## config.mk

```make
export PLATFORM = sky130hd
export DESIGN_NAME = sel_f2a_flat
export DESIGN_NICKNAME = d
export VERILOG_FILES = /design/src/rtl/sdr_pkg.sv /design/src/rtl/sel_f2a_if.sv /design/src/rtl/sel_f2a.sv /design/src/flat_wrapper.sv
export SDC_FILE = /design/constraint.sdc
export NUM_CORES = 1
export LEC_CHECK = 0
export BUFFER_PORTS_ARGS = -buffer_cell sky130_fd_sc_hd__buf_2
export CORE_UTILIZATION = 45
export DETAILED_ROUTE_END_ITERATION = 10
export PLACE_DENSITY_LB_ADDON = 0.05
export SLEW_MARGIN = 10
export SYNTH_ARGS = -nofsm -noshare
export SYNTH_HDL_FRONTEND = slang
export SYNTH_SLANG_ARGS = --single-unit
```

## constraint.sdc

```tcl
create_clock -name clk_i -period 4 [get_ports clk_i]
set_input_delay 0.8 -clock clk_i [delete_from_list [all_inputs] [get_ports clk_i]]
set_output_delay 0.8 -clock clk_i [all_outputs]
set_load 0.005 [all_outputs]
```

## src/rtl/sdr_pkg.sv

```systemverilog
// Shared definitions for the FTDI receive-path demultiplexer: header layout,
// destination codes and FSM state encoding.
package sdr_pkg;
    localparam int FT_DATA_WIDTH    = 32;
    localparam int IQ_PAIR_WIDTH    = 24;
    localparam int QSTART_BIT_INDEX = 16;
    localparam int LEN_WIDTH        = 16;
    localparam int PKT_CNT_WIDTH    = 16;

    localparam int DEST_BIT = 31;
    localparam int LEN_LSB  = 0;
    localparam int LEN_MSB  = LEN_WIDTH - 1;

    localparam logic DEST_FIFO = 1'b0;
    localparam logic DEST_CPU  = 1'b1;

    typedef enum logic [1:0] {
        HDR     = 2'd0,
        PL_FIFO = 2'd1,
        PL_CPU  = 2'd2
    } state_t;
endpackage

```

## src/rtl/sel_f2a_if.sv

```systemverilog
// FTDI-side write port plus TX-FIFO / CPU-FIFO sink ports of sel_f2a.
interface sel_f2a_if #(
    parameter int FT_DATA_WIDTH = 32,
    parameter int IQ_PAIR_WIDTH = 24
);
    logic [FT_DATA_WIDTH-1:0] data_i;
    logic                     we_i;
    logic                     ready_o;
    logic [IQ_PAIR_WIDTH-1:0] fifo_data_o;
    logic                     fifo_we_o;
    logic                     fifo_full_i;
    logic [FT_DATA_WIDTH-1:0] cpu_data_o;
    logic                     cpu_we_o;
    logic                     cpu_full_i;
    logic                     data_incomming_o;
    logic [15:0]              pkt_cnt_o;
    logic                     pad_err_o;

    modport slave (
        input  data_i, we_i, fifo_full_i, cpu_full_i,
        output ready_o, fifo_data_o, fifo_we_o, cpu_data_o, cpu_we_o,
               data_incomming_o, pkt_cnt_o, pad_err_o
    );

    modport master (
        output data_i, we_i, fifo_full_i, cpu_full_i,
        input  ready_o, fifo_data_o, fifo_we_o, cpu_data_o, cpu_we_o,
               data_incomming_o, pkt_cnt_o, pad_err_o
    );
endinterface

```

## src/rtl/sel_f2a.sv

```systemverilog
// Host-to-application demux: parses a one-word header and routes the payload
// either to the TX IQ FIFO (unpacked to 12-bit I/Q) or unchanged to the CPU FIFO.
module sel_f2a
    import sdr_pkg::*;
#(
    parameter int FT_DATA_WIDTH    = sdr_pkg::FT_DATA_WIDTH,
    parameter int IQ_PAIR_WIDTH    = sdr_pkg::IQ_PAIR_WIDTH,
    parameter int QSTART_BIT_INDEX = sdr_pkg::QSTART_BIT_INDEX,
    parameter int LEN_WIDTH        = sdr_pkg::LEN_WIDTH
) (
    input  logic       clk_i,
    input  logic       reset,
    sel_f2a_if.slave   bus
);
    state_t                 r_state, w_state_nxt;
    logic [LEN_WIDTH-1:0]   r_remain;
    logic [15:0]            r_pkt_cnt;
    logic                   r_pad_err;
    logic                   r_fifo_we, r_cpu_we;
    logic [IQ_PAIR_WIDTH-1:0] r_fifo_data;
    logic [FT_DATA_WIDTH-1:0] r_cpu_data;

    logic                   w_ready, w_xfer, w_last, w_pad_bad;
    logic [LEN_WIDTH-1:0]   w_len;

    assign w_len     = bus.data_i[LEN_MSB:LEN_LSB];
    assign w_xfer    = bus.we_i & w_ready;
    assign w_last    = (r_remain == '0);
    assign w_pad_bad = (bus.data_i[31:28] != 4'h0) || (bus.data_i[15:12] != 4'h0);

    always_comb begin
        w_ready     = 1'b1;
        w_state_nxt = r_state;
        unique case (r_state)
            HDR: begin
                if (w_xfer && w_len != '0)
                    w_state_nxt = (bus.data_i[DEST_BIT] == DEST_CPU) ? PL_CPU : PL_FIFO;
            end
            PL_FIFO: begin
                w_ready = ~bus.fifo_full_i;
                if (w_xfer && w_last) w_state_nxt = HDR;
            end
            PL_CPU: begin
                w_ready = ~bus.cpu_full_i;
                if (w_xfer && w_last) w_state_nxt = HDR;
            end
            default: w_state_nxt = HDR;
        endcase
    end

    always_ff @(posedge clk_i) begin
        if (reset) begin
            r_state     <= HDR;
            r_remain    <= '0;
            r_pkt_cnt   <= '0;
            r_pad_err   <= 1'b0;
            r_fifo_we   <= 1'b0;
            r_cpu_we    <= 1'b0;
            r_fifo_data <= '0;
            r_cpu_data  <= '0;
        end else begin
            r_state   <= w_state_nxt;
            r_fifo_we <= 1'b0;
            r_cpu_we  <= 1'b0;
            if (w_xfer) begin
                unique case (r_state)
                    HDR: begin
                        if (w_len == '0) r_pkt_cnt <= r_pkt_cnt + 16'd1;
                        else             r_remain  <= w_len - 1'b1;
                    end
                    PL_FIFO: begin
                        r_fifo_we   <= 1'b1;
                        r_fifo_data <= {bus.data_i[QSTART_BIT_INDEX+11:QSTART_BIT_INDEX],
                                        bus.data_i[11:0]};
                        if (w_pad_bad) r_pad_err <= 1'b1;
                    end
                    PL_CPU: begin
                        r_cpu_we   <= 1'b1;
                        r_cpu_data <= bus.data_i;
                    end
                    default: ;
                endcase
                // Payload bookkeeping shared by both sinks.
                if (r_state != HDR) begin
                    if (w_last) r_pkt_cnt <= r_pkt_cnt + 16'd1;
                    else        r_remain  <= r_remain - 1'b1;
                end
            end
        end
    end

    assign bus.ready_o          = w_ready;
    assign bus.data_incomming_o = (r_state != HDR);
    assign bus.fifo_we_o        = r_fifo_we;
    assign bus.fifo_data_o      = r_fifo_data;
    assign bus.cpu_we_o         = r_cpu_we;
    assign bus.cpu_data_o       = r_cpu_data;
    assign bus.pkt_cnt_o        = r_pkt_cnt;
    assign bus.pad_err_o        = r_pad_err;
endmodule

```

## src/flat_wrapper.sv

```systemverilog
// flat-port wrapper written by rule: the top's interface ports become plain ports
module sel_f2a_flat import sdr_pkg::*;
#(
    parameter int FT_DATA_WIDTH    = sdr_pkg::FT_DATA_WIDTH,
    parameter int IQ_PAIR_WIDTH    = sdr_pkg::IQ_PAIR_WIDTH,
    parameter int QSTART_BIT_INDEX = sdr_pkg::QSTART_BIT_INDEX,
    parameter int LEN_WIDTH        = sdr_pkg::LEN_WIDTH
)
  (clk_i, reset, bus_data_i, bus_we_i, bus_fifo_full_i, bus_cpu_full_i, bus_ready_o, bus_fifo_data_o, bus_fifo_we_o, bus_cpu_data_o, bus_cpu_we_o, bus_data_incomming_o, bus_pkt_cnt_o, bus_pad_err_o);
  sel_f2a_if #(.FT_DATA_WIDTH(FT_DATA_WIDTH), .IQ_PAIR_WIDTH(IQ_PAIR_WIDTH)) bus_i ();
  input  logic clk_i;
  input  logic reset;
  input wire logic [$bits(bus_i.data_i)-1:0] bus_data_i;
  input wire logic [$bits(bus_i.we_i)-1:0] bus_we_i;
  input wire logic [$bits(bus_i.fifo_full_i)-1:0] bus_fifo_full_i;
  input wire logic [$bits(bus_i.cpu_full_i)-1:0] bus_cpu_full_i;
  output wire logic [$bits(bus_i.ready_o)-1:0] bus_ready_o;
  output wire logic [$bits(bus_i.fifo_data_o)-1:0] bus_fifo_data_o;
  output wire logic [$bits(bus_i.fifo_we_o)-1:0] bus_fifo_we_o;
  output wire logic [$bits(bus_i.cpu_data_o)-1:0] bus_cpu_data_o;
  output wire logic [$bits(bus_i.cpu_we_o)-1:0] bus_cpu_we_o;
  output wire logic [$bits(bus_i.data_incomming_o)-1:0] bus_data_incomming_o;
  output wire logic [$bits(bus_i.pkt_cnt_o)-1:0] bus_pkt_cnt_o;
  output wire logic [$bits(bus_i.pad_err_o)-1:0] bus_pad_err_o;
  assign bus_i.data_i = bus_data_i;
  assign bus_i.we_i = bus_we_i;
  assign bus_i.fifo_full_i = bus_fifo_full_i;
  assign bus_i.cpu_full_i = bus_cpu_full_i;
  assign bus_ready_o = bus_i.ready_o;
  assign bus_fifo_data_o = bus_i.fifo_data_o;
  assign bus_fifo_we_o = bus_i.fifo_we_o;
  assign bus_cpu_data_o = bus_i.cpu_data_o;
  assign bus_cpu_we_o = bus_i.cpu_we_o;
  assign bus_data_incomming_o = bus_i.data_incomming_o;
  assign bus_pkt_cnt_o = bus_i.pkt_cnt_o;
  assign bus_pad_err_o = bus_i.pad_err_o;
  sel_f2a #(.FT_DATA_WIDTH(FT_DATA_WIDTH), .IQ_PAIR_WIDTH(IQ_PAIR_WIDTH), .QSTART_BIT_INDEX(QSTART_BIT_INDEX), .LEN_WIDTH(LEN_WIDTH)) u_core (.clk_i(clk_i), .reset(reset), .bus(bus_i));
endmodule
```

==> impl_metrics.ini, run 1 <==
[logic_synthesis]
synth_nets = 607
synth.most_common_cell = nand2_1
yosysWarnings = 0
syn_area_per_cell_sq_um = 8.025
synthFlopType = dfxtp_1
synthTopCellsByArea = dfxtp_1 (41%), nand2_1 (11%), a21oi_1 (9.2%)
synth_top_area_frac = 0.4121
seq_area_frac_synth = 0.4121
postSynthCellCount = 563
ys_ff_latch = 93
syn_area_sq_um = 4518
yosysTopAreaCell = dfxtp_1
ys_types = 69
synth_common_cells = nand2_1 (132), dfxtp_1 (93), a21oi_1 (83)
async_flop_share = 0
synth_edf_count = 0

[detailed_routing]
drtPass1Iterations = 5
drc = 0
wirelength_um = 12450
wl_per_cell_um = 15.64
vias = 4435
ant_nets = 0
vias_per_cell = 5.572
drt_iter0_drc = 194

[timing]
setup_viol = 0
period_share = 0.6639
slew_headroom = 0.3964
hold_viol = 0
tightest_slew_ns = 0.9032
fin_setup_tns_ns = 0
rsz0062_at_grt = no
hold-worst-slack_ns = 0.4564
final.min_clock_period_ns = 2.656
finalClockSkew_ns = 0.009359
slew_viol_final = 0
fmax_ghz = 0.3766
worst_slack_ns = 1.344

[hold_path]
min_from = u_core.bus.cpu_data_o[18]
hp-class = reg2reg
hold_end = u_core.bus.cpu_data_o[18]
min_delay_path_depth = 2

[grt]
use_met2 = 0.3800
grt_pass1_vias = 4050
grt_pass1_wl_um = 19900
grt.overflow.total = 0
grtUsageMet1 = 0.3263
antenna_found_initial = 0
top_usage_layer = met2
grt_use_met3 = 0.05540
grtUsageTotal = 0.2423
grt_max_degree = 56

[clock_network]
cts.repair.resized = 0
clock-root-buffer = clkbuf_8
clkSinkCount = 93
clk_path_buf_depth = 2
cts_tree = done
hold_buffers = 0
cts_buffers = 9
clk_pin_slew_ns = 0.10
post-cts-setup-buffer-count = 0
clk_latency_ns = 0.37
htree_levels = 3

[critical_path]
start_kind = input pin
ff2ff_path_depth = 7
cp_top_family = simple AND/OR/NAND/NOR gates
r2r_slack_ns = 1.43
cp-end-kind = flop
crit_path_start = bus_data_i[12]
critPathArrivalTime_ns = 2.94
cp_slowest_stage_delay_ns = 0.54
critPathKind = in2reg
critical-path-slowest-cell = or4_1
crit_buf_inv = 1
path_max_fanout = 18
worstPathRequired_ns = 4.29
cp_cell_sequence = buf_2 > nor4_1 > and4_1 > mux2i_2 > or4_1 > a21oi_1
rr_endpoint = u_core.bus.pkt_cnt_o[15]
reg2reg_from = u_core.r_remain[0]

[finish]
drive_gt1_frac = 0.2368
num_antenna_cells = 0
layout.cells.non_filler = 796
area_growth_pct = 17.95
nets = 702
fillers = 1001

[die]
ios = 114
die_area_sq_um = 10440
core-area_sq_um = 9774
die_w_um = 102.2
rows = 36
initial_core_util = 0.4622
die_y_um = 102.2

[power_and_ir_drop]
max-vdd-ir-drop_mv = 0.2598
finalPower_w = 0.002755
power_density_nw_per_um2 = 517.0
leakage_nw = 2.062

[placement]
post-dp-hpwl_um = 8750
dp_cells = 780
io_buffers = 113
dp_slack_ns = 0.9835
gp_congestion = 0.8729

[flow_run]
cap_violations = 0

[status]
status = finished clean
logic make-up (layout without fill, tap and decap cells):
logic type                 Yosys count  after routing  synth area share
adders and majority gates            7              7           0.01938
muxes                                5              5           0.01329
xor gates and xnor gates            13             13           0.02520
AOI/OAI and AO/OA                  155            155            0.2074
and+or+nand+nor                    240            240            0.2692
buffers and inverters               50            150           0.05345
DFF                                 93             93            0.4121
layout by cell type, fill, tap and decap left out, types with 9 or more instances in the layout:
cell type,count
nand2_1,132
buf_2,113
dfxtp_1,93
a21oi_1,83
nor2_1,18
o21ai_0,16
nand3_1,14
inv_1,12
o31ai_1,11
clkbuf_8,10
nor3_1,9
worst register-to-register path: stages (launching register included):
cell     delay [ns]
dfxtp_1        0.36
inv_1          0.10
ha_1           0.35
nor4b_1        0.37
and4_4         0.31
a32oi_1        0.30
or4_1          0.56
a21oi_1        0.15
through the flow:
| step | util | instance area (sq um) |
|---|---|---|
| floorplan | - | 4518 |
| global placement | 0.5248 | 5130 |
| detailed placement | 0.5248 | 5130 |
| CTS | 0.5452 | 5329 |
| global route | 0.5452 | 5329 |
| finish | 0.5452 | 5329 |
report_power, final:
part           leakage, nW  switching [W]  internal [W]
logic                 1.21       0.000602      0.000370
registers            0.754       0.000111       0.00103
clock network        0.100       0.000380      0.000262
registers in the layout (all words and copies together), names as in the netlist:
name and cells:
u_core.bus.fifo_data_o 24, u_core.r_remain 16, u_core.bus.pad_err_o 1, u_core.bus.pkt_cnt_o 16
u_core.bus.fifo_we_o 1, u_core.bus.cpu_we_o 1, u_core.r_state 2, u_core.bus.cpu_data_o 32
per-layer routing:
| layer | routed length, um | vias to the layer above |
|---|---|---|
| met2 | 5675 | 140 |
| met4 | 170 | 0 |
| met3 | 830 | 16 |
| met5 | 0 | - |
| li1 | - | 2197 |
| met1 | 5775 | 2082 |
how the worst max path moves through the flow:
stage,to,cells past startpoint
final,u_core.bus.pkt_cnt_o[10],6
after global routing,u_core.r_remain[14],8
after CTS,u_core.bus.pkt_cnt_o[12],6
after detailed placement,u_core.bus.pkt_cnt_o[4],6
after global placement,u_core.bus.pkt_cnt_o[11],6
after floorplan,u_core.bus.pkt_cnt_o[14],7
area by class of cell:
class	instances	area, sq um	share of cell area
clock buffer	10	137.6	0.02583
tap	133	166.4	0.03123
clock inverter	6	61.31	0.01151
inverter	13	48.80	0.009157
timing repair buffer	121	638.1	0.1197
multi-input combinational	420	2415	0.4532
sequential	93	1862	0.3494
(Power assumes the default switching activity.)
==> inputs of run 2 (changes only) <==
--- a/config.mk
+++ b/config.mk
@@ -5,6 +5,7 @@
 export SDC_FILE = /design/constraint.sdc
 export NUM_CORES = 1
 export LEC_CHECK = 0
+export ABC_AREA = 1
 export BUFFER_PORTS_ARGS = -buffer_cell sky130_fd_sc_hd__buf_2
 export CORE_UTILIZATION = 45
 export DETAILED_ROUTE_END_ITERATION = 10
==> constraint.sdc (replaced) <==
create_clock -name clk_i -period 2.3 [get_ports clk_i]
set_input_delay 0.46 -clock clk_i [delete_from_list [all_inputs] [get_ports clk_i]]
set_output_delay 0.46 -clock clk_i [all_outputs]
set_load 0.005 [all_outputs]
==> impl_metrics.ini, run 2 <==
[status]
status = finished clean

[timing]
tightest_slew_ns = 0.7044
period_share = 0.8858
fin_setup_tns_ns = 0
fmax_ghz = 0.4908
hold-worst-slack_ns = 0.3611
finalClockSkew_ns = 0.006943
setup_viol = 0
rsz0062_at_grt = no
slew_viol_final = 0
slew_headroom = 0.5299
final.min_clock_period_ns = 2.037
hold_viol = 0

[logic_synthesis]
synth_top_area_frac = 0.3787
yosysTopAreaCell = dfxtp_1
synthTopCellsByArea = dfxtp_1 (38%), nand2_1 (14%), nand3_1 (10%)
synth_nets = 771
yosysWarnings = 0
async_flop_share = 0
ys_ff_latch = 93
synth.most_common_cell = nand2_1
synth_common_cells = nand2_1 (181), nand3_1 (100), dfxtp_1 (93)
syn_area_per_cell_sq_um = 6.762
synthFlopType = dfxtp_1
ys_types = 33
postSynthCellCount = 727
synth_edf_count = 0
syn_area_sq_um = 4916
seq_area_frac_synth = 0.3787

[critical_path]
cp_cell_sequence = inv_1 > ha_1 > nand2_2 > nor2_4 > nand4_4 > nand2_4 > nand3_4 > inv_1 > nand3_1 > nand2_1 > nor2_1
worstPathRequired_ns = 2.58
critPathArrivalTime_ns = 2.32
cp-end-kind = flop
path_max_fanout = 18
cp_slowest_stage_delay_ns = 0.32
critical-path-slowest-cell = dfxtp_1
cp_top_family = simple AND/OR/NAND/NOR gates
crit_buf_inv = 2
start_kind = flop
critPathKind = reg2reg
cpMostUsedCell = inv_1

[finish]
final_cell_mix = nand2_1 (181), buf_2 (113), nand3_1 (100)
num_antenna_cells = 0
fin_util = 0.5476
area_growth_pct = 16.54
multi_input_area_sq_um = 2542
nets = 870
fillers = 1079
mostFrequentLayoutCell = nand2_1
largest_reg_flops = 32
drive_gt1_frac = 0.2036
seq_area_sq_um = 1862

[hold_path]
hp-class = in2reg

[power_and_ir_drop]
max-vdd-ir-drop_mv = 0.4699
power.switching_w = 0.002626
switching_share = 0.4449
power_density_nw_per_um2 = 1030
power_frac_clock = 0.196
pwr-share-seq = 0.339
leakage_nw = 2.601
combPwrFrac = 0.465
p_int_w = 0.003277

[detailed_routing]
ant_nets = 0
wl_per_cell_um = 14.21
drtPass1Iterations = 4
vias = 5016
wirelength_um = 13730
vias_per_cell = 5.193
drt_iter0_drc = 370
drc = 0

[die]
die_y_um = 106.5
die_w_um = 106.5
ios = 114
core-area_sq_um = 10460
initial_core_util = 0.4699
rows = 37
die_area_sq_um = 11350

[clock_network]
htree_levels = 3
cts.repair.resized = 0
clock-root-buffer = clkbuf_8
cts_tree = done
hold_buffers = 0
clk_pin_slew_ns = 0.09
clk_latency_ns = 0.38
clk_path_buf_depth = 2
cts_buffers = 9
post-cts-setup-buffer-count = 0
clkSinkCount = 93

[placement]
post-dp-hpwl_um = 9898
io_buffers = 113
gp_congestion = 0.8909

[grt]
grt_pass1_vias = 4688
grt_max_degree = 74
grt_pass1_wl_um = 22800
grt.overflow.total = 0
antenna_found_initial = 0
grtUsageTotal = 0.2518

[flow_run]
cap_violations = 0
## run 2: cell count changes after synthesis, sizes merged, moves of 8 or more
cell,delta
clkbuf,-15
nor4,-10
nand3,+87
a31oi,-8
nand2,+55
o31ai,-11
or4,-9
inv,+57
nor2,+77
buf,+17
## run 2: kinds of logic after synthesis
| kind of cell | Yosys count | synth area share |
|---|---|---|
| xor+xnor | 10 | 0.01782 |
| flops | 93 | 0.3787 |
| fa+ha+maj | 7 | 0.01782 |
| buf+inv | 108 | 0.1041 |
| simple gates | 401 | 0.3662 |
| compound gates | 108 | 0.1153 |
## run 2: path summary, 6_finish.rpt
kind	slack (ns)	cells after the start	startpoint	end
setup / recovery	0.26	11	u_core.r_remain[0]	u_core.bus.pkt_cnt_o[4]
hold / removal	0.36	3	bus_data_i[28]	u_core.bus.cpu_data_o[28]
setup reg to reg	0.26	11	u_core.r_remain[0]	u_core.bus.pkt_cnt_o[4]
hold reg to reg	0.46	2	u_core.bus.fifo_data_o[2]	u_core.bus.fifo_data_o[2]
## run 2: worst reg2reg max path, stage by stage, from the launching register on
cell and delay (ns):
dfxtp_1 0.32, inv_1 0.09, ha_1 0.20, nand2_2 0.12, nor2_4 0.17, nand4_4 0.14
nand2_4 0.25, nand3_4 0.23, inv_1 0.20, nand3_1 0.10, nand2_1 0.07, nor2_1 0.05
## run 2: metal layers
layer,wire [um],global-route usage,vias up
met4,233,0.09295,0
met5,0,0,-
li1,-,-,2543
met2,6231,0.3878,156
met1,6341,0.3431,2298
met3,924,0.05641,19
## run 2: area by class of cell
class	instances	area share
Clock buffer	12	0.02708
Clock inverter	3	0.007862
Inverter	69	0.04521
Multi-Input combinational cell	526	0.4438
Sequential cell	93	0.3250
Tap cell	136	0.02970
Timing Repair Buffer	127	0.1214
## run 2: through the flow
step                worst slack (ns)  instance area, sq um  std cells  power [W]
global route                 0.02209                  5729        966   0.006351
CTS                           0.2730                  5729        966   0.005910
detailed placement            0.2168                  5529        951   0.004754
global placement              0.2783                  5529        951   0.004712
floorplan                     0.6405                  4916        727   0.004183
finish                        0.2626                  5729        966   0.005903
## run 2: power by group through the flow
stage | logic (W) | registers, W | clock network [W]
after floorplan | 0.00217 | 0.00202 | 0
after global placement | 0.00268 | 0.00203 | 0
after detailed placement | 0.00272 | 0.00203 | 0
after CTS | 0.00273 | 0.00200 | 0.00118
after global routing | 0.00308 | 0.00203 | 0.00124
final | 0.00274 | 0.00200 | 0.00116
==> inputs of run 3 (changes only) <==
==> constraint.sdc (replaced) <==
create_clock -name clk_i -period 2.3 [get_ports clk_i]
set_input_delay 0.575 -clock clk_i [delete_from_list [all_inputs] [get_ports clk_i]]
set_output_delay 0.575 -clock clk_i [all_outputs]
set_load 0.005 [all_outputs]
==> impl_metrics.ini, run 3 (synthesized netlist as in run 2, its figures left out) <==
[status]
status = finished clean

[timing]
final.min_clock_period_ns = 2.112
slew_viol_final = 0
worst_slack_ns = 0.1879
fmax_ghz = 0.4735
tightest_slew_ns = 0.6772
setup_viol = 0
slew_headroom = 0.5480
hold_viol = 0
finalClockSkew_ns = 0.008974
fin_setup_tns_ns = 0
hold-worst-slack_ns = 0.4617
period_share = 0.9183
rsz0062_at_grt = no

[finish]
area_growth_pct = 16.44
mostFrequentLayoutCell = nand2_1
num_antenna_cells = 0
largest_reg_flops = 32
drive_gt1_frac = 0.2058
final_cell_mix = nand2_1 (181), buf_2 (113), nand3_1 (100)
layout.cells.non_filler = 967
nets = 870

[detailed_routing]
wirelength_um = 13610
drc = 0
vias = 5007
drtPass1Iterations = 6
vias_per_cell = 5.178
drt_iter0_drc = 311
ant_nets = 0
wl_per_cell_um = 14.08

[grt]
grt_max_degree = 49
use_met2 = 0.3864
grt.overflow.total = 0
top_usage_layer = met2
grtUsageMet1 = 0.3307
grt_pass1_wl_um = 22160
grt_use_met3 = 0.05089
grtUsageTotal = 0.2454
grt_pass1_vias = 4602
antenna_found_initial = 0

[clock_network]
clkSinkCount = 93
clk_path_buf_depth = 2
cts_tree = done
htree_levels = 3
cts_buffers = 9
hold_buffers = 0
cts.repair.resized = 0
clk_latency_ns = 0.37
clk_pin_slew_ns = 0.09
post-cts-setup-buffer-count = 0
clock-root-buffer = clkbuf_8

[placement]
dp_slack_ns = 0.1547
post-dp-hpwl_um = 9884
io_buffers = 113
dp_cells = 951
gp_congestion = 0.8507

[critical_path]
start_kind = flop
critPathKind = reg2out
cp_slowest_stage_delay_ns = 0.38
critical-path-slowest-cell = dfxtp_1
cpMostUsedCell = inv_1
cp-end-kind = primary output
worstPathRequired_ns = 1.73
critPathArrivalTime_ns = 1.54
cp_top_family = buffers and inverters
cp_cell_sequence = inv_1 > ha_1 > inv_1 > buf_2
path_max_fanout = 5
ff2ff_path_depth = 11
cp.depth = 4
crit_buf_inv = 3

[die]
die_y_um = 106.5
rows = 37
core-area_sq_um = 10460
initial_core_util = 0.4699
die_area_sq_um = 11350
ios = 114
die_w_um = 106.5

[power_and_ir_drop]
leakage_nw = 2.609
finalPower_w = 0.005889
power_density_nw_per_um2 = 1029
max-vdd-ir-drop_mv = 0.5859

[hold_path]
hp-class = reg2reg
min_delay_path_depth = 2

[flow_run]
cap_violations = 0
==> run 3: changes by cell type in the layout (fill, tap and decap cells not counted), sizes merged <==
cell      change
inv           +2
clkinvlp      -2
clkinv        +3
clkbuf        -2
==> run 3: power by group <==
| group | internal, W | switching, W | total [W] |
|---|---|---|---|
| clock network | 0.000542 | 0.000615 | 0.00116 |
| registers | 0.00183 | 0.000179 | 0.00201 |
| logic | 0.000879 | 0.00184 | 0.00272 |
==> run 3: cell type report <==
type / count / area (sq um)
Fill cell: 1093 / 4738
Tap cell: 136 / 170.2
Clock buffer: 10 / 137.6
Inverter: 69 / 259.0
Timing Repair Buffer: 127 / 683.2
Clock inverter: 6 / 70.07
Sequential cell: 93 / 1862
Multi-Input combinational cell: 526 / 2542
==> run 3: worst min-delay path, delay by kind of cell (launching register included) <==
family / cells / cell delay, ns
simple gates: 1 / 0.05
compound gates: 1 / 0.05
flops: 1 / 0.31
==> run 3: per-layer routing <==
layer / wire (um) / up-vias
met5: 0 / -
met4: 242 / 0
met3: 997 / 18
met2: 6164 / 174
met1: 6207 / 2268
li1: - / 2547
==> run 3: through the flow <==
| step | instance area, sq um | utilization |
|---|---|---|
| after floorplan | 4916 | - |
| after global placement | 5517 | 0.5273 |
| after detailed placement | 5517 | 0.5273 |
| after CTS | 5724 | 0.5471 |
| after global routing | 5724 | 0.5471 |
| final | 5724 | 0.5471 |
==> run 3: worst paths after layout <==
kind | startpoint | end | slack, ns
worst max-delay path | u_core.r_state[0] | bus_data_incomming_o | 0.19
worst max register to register | u_core.r_remain[0] | u_core.bus.pkt_cnt_o[15] | 0.24
worst min-delay path | u_core.bus.cpu_data_o[5] | u_core.bus.cpu_data_o[5] | 0.46
worst min register to register | u_core.bus.cpu_data_o[5] | u_core.bus.cpu_data_o[5] | 0.46
